--- config.mk ---
export PLATFORM = sky130hd
export DESIGN_NAME = truth_table_sequencer
export DESIGN_NICKNAME = d
export VERILOG_FILES = /design/src/rtl/truth_table_sequencer.sv
export SDC_FILE = /design/constraint.sdc
export NUM_CORES = 1
export LEC_CHECK = 0
export BUFFER_PORTS_ARGS = -buffer_cell sky130_fd_sc_hd__buf_2
export CAP_MARGIN = 20
export CORE_MARGIN = 2
export CORE_UTILIZATION = 58
export CTS_CLUSTER_DIAMETER = 60
export DETAILED_ROUTE_END_ITERATION = 10
export PLACE_DENSITY_LB_ADDON = 0.2
export SYNTH_ARGS = -nofsm -noshare
export SYNTH_HDL_FRONTEND = slang
export SYNTH_SLANG_ARGS = --single-unit
--- constraint.sdc ---
create_clock -name clk -period 3.2 [get_ports clk]
set_clock_uncertainty 0.05 [all_clocks]
set_input_delay 0.8 -clock clk [delete_from_list [all_inputs] [get_ports clk]]
set_output_delay 0.8 -clock clk [all_outputs]
set_load 0.01 [all_outputs]
--- src/rtl/truth_table_sequencer.sv ---
// Sweeps {A,B,C} through 000..111, holds each vector for SETTLE_CYCLES, then
// compares the NAND and NOR implementations against the golden truth table.
module truth_table_sequencer #(
  parameter int unsigned SETTLE_CYCLES = 2,
  parameter logic [7:0]  EXPECTED      = 8'hE8
) (
  input  logic       clk,
  input  logic       rst,
  input  logic       start,
  input  logic       abort,
  input  logic       y_nand,
  input  logic       y_nor,
  output logic       A,
  output logic       B,
  output logic       C,
  output logic       busy,
  output logic       done,
  output logic       pass,
  output logic [3:0] mismatch_count,
  output logic [2:0] first_fail_vec,
  output logic       first_fail_valid,
  output logic [1:0] dbg_state_o
);

  typedef enum logic [1:0] {
    IDLE   = 2'd0,
    SETTLE = 2'd1,
    CHECK  = 2'd2,
    DONE   = 2'd3
  } state_t;

  state_t     state_q;
  logic [2:0] vec_q;
  logic [3:0] settle_cnt_q;
  logic [2:0] abc_q;
  logic       busy_q;
  logic       done_q;
  logic       pass_q;
  logic [3:0] mismatch_q;
  logic [2:0] ffv_q;
  logic       ffvalid_q;
  logic       vec_fail;

  assign vec_fail = (y_nand != EXPECTED[vec_q]) || (y_nor != EXPECTED[vec_q]);

  // Outputs are loaded together with the state transition, so A/B/C always
  // track vec while busy and read 000 in IDLE and DONE.
  always_ff @(posedge clk) begin
    if (rst || abort) begin
      state_q      <= IDLE;
      vec_q        <= 3'd0;
      settle_cnt_q <= 4'd0;
      abc_q        <= 3'd0;
      busy_q       <= 1'b0;
      done_q       <= 1'b0;
      pass_q       <= 1'b0;
      mismatch_q   <= 4'd0;
      ffv_q        <= 3'd0;
      ffvalid_q    <= 1'b0;
    end else begin
      case (state_q)
        IDLE, DONE: begin
          if (start) begin
            state_q      <= SETTLE;
            vec_q        <= 3'd0;
            settle_cnt_q <= 4'd0;
            abc_q        <= 3'd0;
            busy_q       <= 1'b1;
            done_q       <= 1'b0;
            pass_q       <= 1'b0;
            mismatch_q   <= 4'd0;
            ffv_q        <= 3'd0;
            ffvalid_q    <= 1'b0;
          end
        end
        SETTLE: begin
          settle_cnt_q <= settle_cnt_q + 4'd1;
          if (settle_cnt_q == 4'(SETTLE_CYCLES - 1)) begin
            state_q <= CHECK;
          end
        end
        CHECK: begin
          if (vec_fail) begin
            if (mismatch_q < 4'd8) begin
              mismatch_q <= mismatch_q + 4'd1;
            end
            if (!ffvalid_q) begin
              ffv_q     <= vec_q;
              ffvalid_q <= 1'b1;
            end
          end
          if (vec_q != 3'd7) begin
            state_q      <= SETTLE;
            vec_q        <= vec_q + 3'd1;
            abc_q        <= vec_q + 3'd1;
            settle_cnt_q <= 4'd0;
          end else begin
            // Last vector's verdict is folded in here since mismatch_q updates this same edge.
            state_q <= DONE;
            abc_q   <= 3'd0;
            busy_q  <= 1'b0;
            done_q  <= 1'b1;
            pass_q  <= (mismatch_q == 4'd0) && !vec_fail;
          end
        end
        default: state_q <= IDLE;
      endcase
    end
  end

  assign {A, B, C}        = abc_q;
  assign busy             = busy_q;
  assign done             = done_q;
  assign pass             = pass_q;
  assign mismatch_count   = mismatch_q;
  assign first_fail_vec   = ffv_q;
  assign first_fail_valid = ffvalid_q;
  assign dbg_state_o      = state_q;

endmodule

==> metrics <==
number of iterations in the first detailed-routing pass 4; simple-gate area share of the yosys netlist 22.7%; layout filler cell count 193; number of global-route vias before repair 960; Synth Flop Type sky130_fd_sc_hd__dfxtp_1; die height 49.5 um; mean routed wirelength per cell 13.2 um; number of enable-type register cells in the synthesized netlist 0; Max H-tree Level 1; cells along the critical path inv_1 -> ha_1 -> mux2i_2 -> or4_1 -> a21bo_1 -> a21oi_1; number of distinct library cells after synthesis 37; dominant combinational cell family by area after synthesis simple AND/OR/NAND/NOR gates; Async S/R FF share, synth 0%; post-synthesis instance total 142; path length in cells of the critical path 6; nature of the critical path startpoint flip-flop; number of buffer and inverter instances along the worst setup path 1; kind of end point of the critical path flip-flop; total CTS buffers 3; cell with the largest stage delay on the worst path sky130_fd_sc_hd__or4_1; minimum period implied by the final worst setup slack 2.27 ns; most area-hungry cell type in the Yosys netlist sky130_fd_sc_hd__dfxtp_1; Worst EP required 3.40 ns; post-cts gate resize count 0; warning count from the yosys run 0; Worst R2R End mismatch_count[2]$_SDFFE_PP0P_; site row count 16; maximum number of pins on one net before global-route repair 21; timing-limited maximum frequency 0.441 GHz; max incr delay on CP 0.56 ns; Clock Tree Buf Depth 2; outcome completed; RSZ-0062 raised after global routing no; leakage power 0.000548 uW; horizontal die dimension 49.5 um; Total GRT Usage 21.7%; number of clock sinks 24; final setup fails 0; setup slack at placement 0.923 ns; finished layout cell area 1340 um2; Max Slew Vio Count 0; synthesized net count 157; initial DRC count 23; total number of vias 1,098; crit path capture mismatch_count[2]$_SDFFE_PP0P_; routed via count divided by cell count 5.87; Final Net Count 177; flop2flop setup slack 0.93 ns; number of maximum-capacitance violations 0; HPWL Detailed 1.82 mm; Synth Area in XOR/XNOR 0%; complex-gate fraction of the synthesized area 22.0%; cell at the root of the clock tree sky130_fd_sc_hd__clkbuf_4; relative max-transition margin 58.8%; Cell Area, Synth 1200 um2; Setup Buffers After CTS 0; top-area cell type share of the netlist area 40.0%; Hold WC Path Type reg -> reg; number of buffers inserted by port buffering 21; most area-consuming cells after synthesis sky130_fd_sc_hd__dfxtp_1 (40%), sky130_fd_sc_hd__ha_1 (9.4%), sky130_fd_sc_hd__a21oi_1 (6.7%); TritonCTS clock tree done; areal power density over the cells 356 nW/um2; sum of overflow across all layers after global routing 0; Worst EP arrival 2.47 ns; register bit count reported by yosys 24; Final Hold Fails 0; Final TNS setup 0 ns; layout overhead on the synthesized area 11.5%; count of boundary I/O pins 22; CTS clk-pin slew, worst paths 0.12 ns; number of antenna repair diodes 0; remaining design rule violation count 0; Setup Crit Path Kind reg -> reg; period utilization 70.9%; fraction of the yosys area taken by sequential cells 40.0%; launching element of the worst setup path dbg_state_o[0]$_SDFFE_PP0P_; maximum ir drop on the vdd rail 0.277 mV; dominant cell by count in the synthesized netlist sky130_fd_sc_hd__dfxtp_1; most frequent cells after synthesis sky130_fd_sc_hd__dfxtp_1 (24), sky130_fd_sc_hd__a21oi_1 (16), sky130_fd_sc_hd__nand2_1 (15); worst-path fanout max 20; antenna violations before repair 0; Reg-to-Reg Start dbg_state_o[0]$_SDFFE_PP0P_; ratio of cells with drive above 1 in the final layout 19.4%; clock latency of the later-clocked register in the worst-skew pair 0.31 ns; origin of the worst min-delay path abc_q[0]$_SDFFE_PP0P_; actual slew at the worst max-slew pin 0.618 ns; DRT antenna net count 0; Avg Cell Area, Syn 8.46 um2; Initial Utilization 61.2%; adder and majority gate portion of the synthesized area 9.38%; wire length of the first global-routing pass 4.20 mm; Hold Buf Count CTS 0; Die Area 2450 um2; cell family with most CP delay simple AND/OR/NAND/NOR gates; cell area after placement 1320 um2; gpl congestion 0.867; mux share of post-synthesis cell area 2.08%; total wirelength of the detailed-routed design 2.48 mm; Floorplan Core Area 1960 um2; Reg2Reg Depth 6; least setup slack across all paths after layout 0.931 ns
through the flow:
| stage | hold slack [ns] | utilization [%] | power [uW] | std cells |
|---|---|---|---|---|
| floorplan | 0.409 | - | 340 | 142 |
| global placement | 0.400 | 67.1 | 351 | 184 |
| detailed placement | 0.397 | 67.1 | 352 | 184 |
| CTS | 0.416 | 68.2 | 481 | 187 |
| global route | 0.432 | 68.2 | 496 | 187 |
| finish | 0.415 | 68.2 | 477 | 187 |
routing by layer:
| metal | GRT usage [%] | vias to the layer above | routed length [um] |
|---|---|---|---|
| met3 | 3.94 | 4 | 159 |
| met2 | 35.8 | 39 | 1150 |
| met5 | 0 | - | 0 |
| met4 | 6.94 | 0 | 22 |
| li1 | - | 553 | - |
| met1 | 28.9 | 502 | 1150 |
layout make-up:
type	count	area, um2	share of cell area (%)
clock buffers	3	22.5	1.68
inverters	6	22.5	1.68
multi-input cells	106	674	50.4
flip-flops and latches	24	480	35.9
well taps	27	33.8	2.52
repair buffers	21	105	7.85
worst reg2reg max path, cell delays in order (launching register included):
cell and delay, ns:
sky130_fd_sc_hd__dfxtp_1 0.37, sky130_fd_sc_hd__inv_1 0.07, sky130_fd_sc_hd__ha_1 0.55, sky130_fd_sc_hd__mux2i_2 0.30, sky130_fd_sc_hd__or4_1 0.56, sky130_fd_sc_hd__a21bo_1 0.20, sky130_fd_sc_hd__a21oi_1 0.12
cells by family (layout without fill, tap and decap cells):
family	count (synthesis)	after routing
simple gates	55	55
compound gates	40	40
flops	24	24
mux	2	2
fa+ha+maj	9	9
buf+inv	12	30
flip-flops by register name, summed over array words and instances, names as in the netlist, named ones only:
name,flops
abc_q,3
busy,1
dbg_state_o,2
done,1
first_fail_valid,1
first_fail_vec,3
mismatch_count,4
pass,1
settle_cnt_q,4
vec_q,3
cell usage in the layout (no fill, tap or decap), types with 3 or more instances in the layout:
cell,instances
sky130_fd_sc_hd__dfxtp_1,24
sky130_fd_sc_hd__nor2_1,13
sky130_fd_sc_hd__ha_1,9
sky130_fd_sc_hd__nor3_1,3
sky130_fd_sc_hd__buf_2,21
sky130_fd_sc_hd__and2_1,3
sky130_fd_sc_hd__o21ai_0,7
sky130_fd_sc_hd__nor2b_1,3
sky130_fd_sc_hd__nand3_1,5
sky130_fd_sc_hd__a31oi_1,3
sky130_fd_sc_hd__inv_1,6
sky130_fd_sc_hd__nand2_1,15
sky130_fd_sc_hd__a32o_1,5
sky130_fd_sc_hd__a21oi_1,16
sky130_fd_sc_hd__clkbuf_4,3
worst min path at each step:
stage                                    to  slack, ns  cells past startpoint
3_5_place_dp          abc_q[0]$_SDFFE_PP0P_       0.40                      2
6_report              abc_q[0]$_SDFFE_PP0P_       0.41                      2
4_1_cts               abc_q[0]$_SDFFE_PP0P_       0.42                      2
2_1_floorplan  settle_cnt_q[3]$_SDFFE_PP0P_       0.41                      2
5_1_grt               abc_q[0]$_SDFFE_PP0P_       0.43                      2
3_3_place_gp          abc_q[0]$_SDFFE_PP0P_       0.40                      2
power breakdown:
part / switching, uW / internal [uW] / total (uW)
registers: 2.03 / 301 / 303
clock network: 86.7 / 44.0 / 131
logic: 28.4 / 15.0 / 43.4
Note: power is estimated with default switching activity, not from simulation.
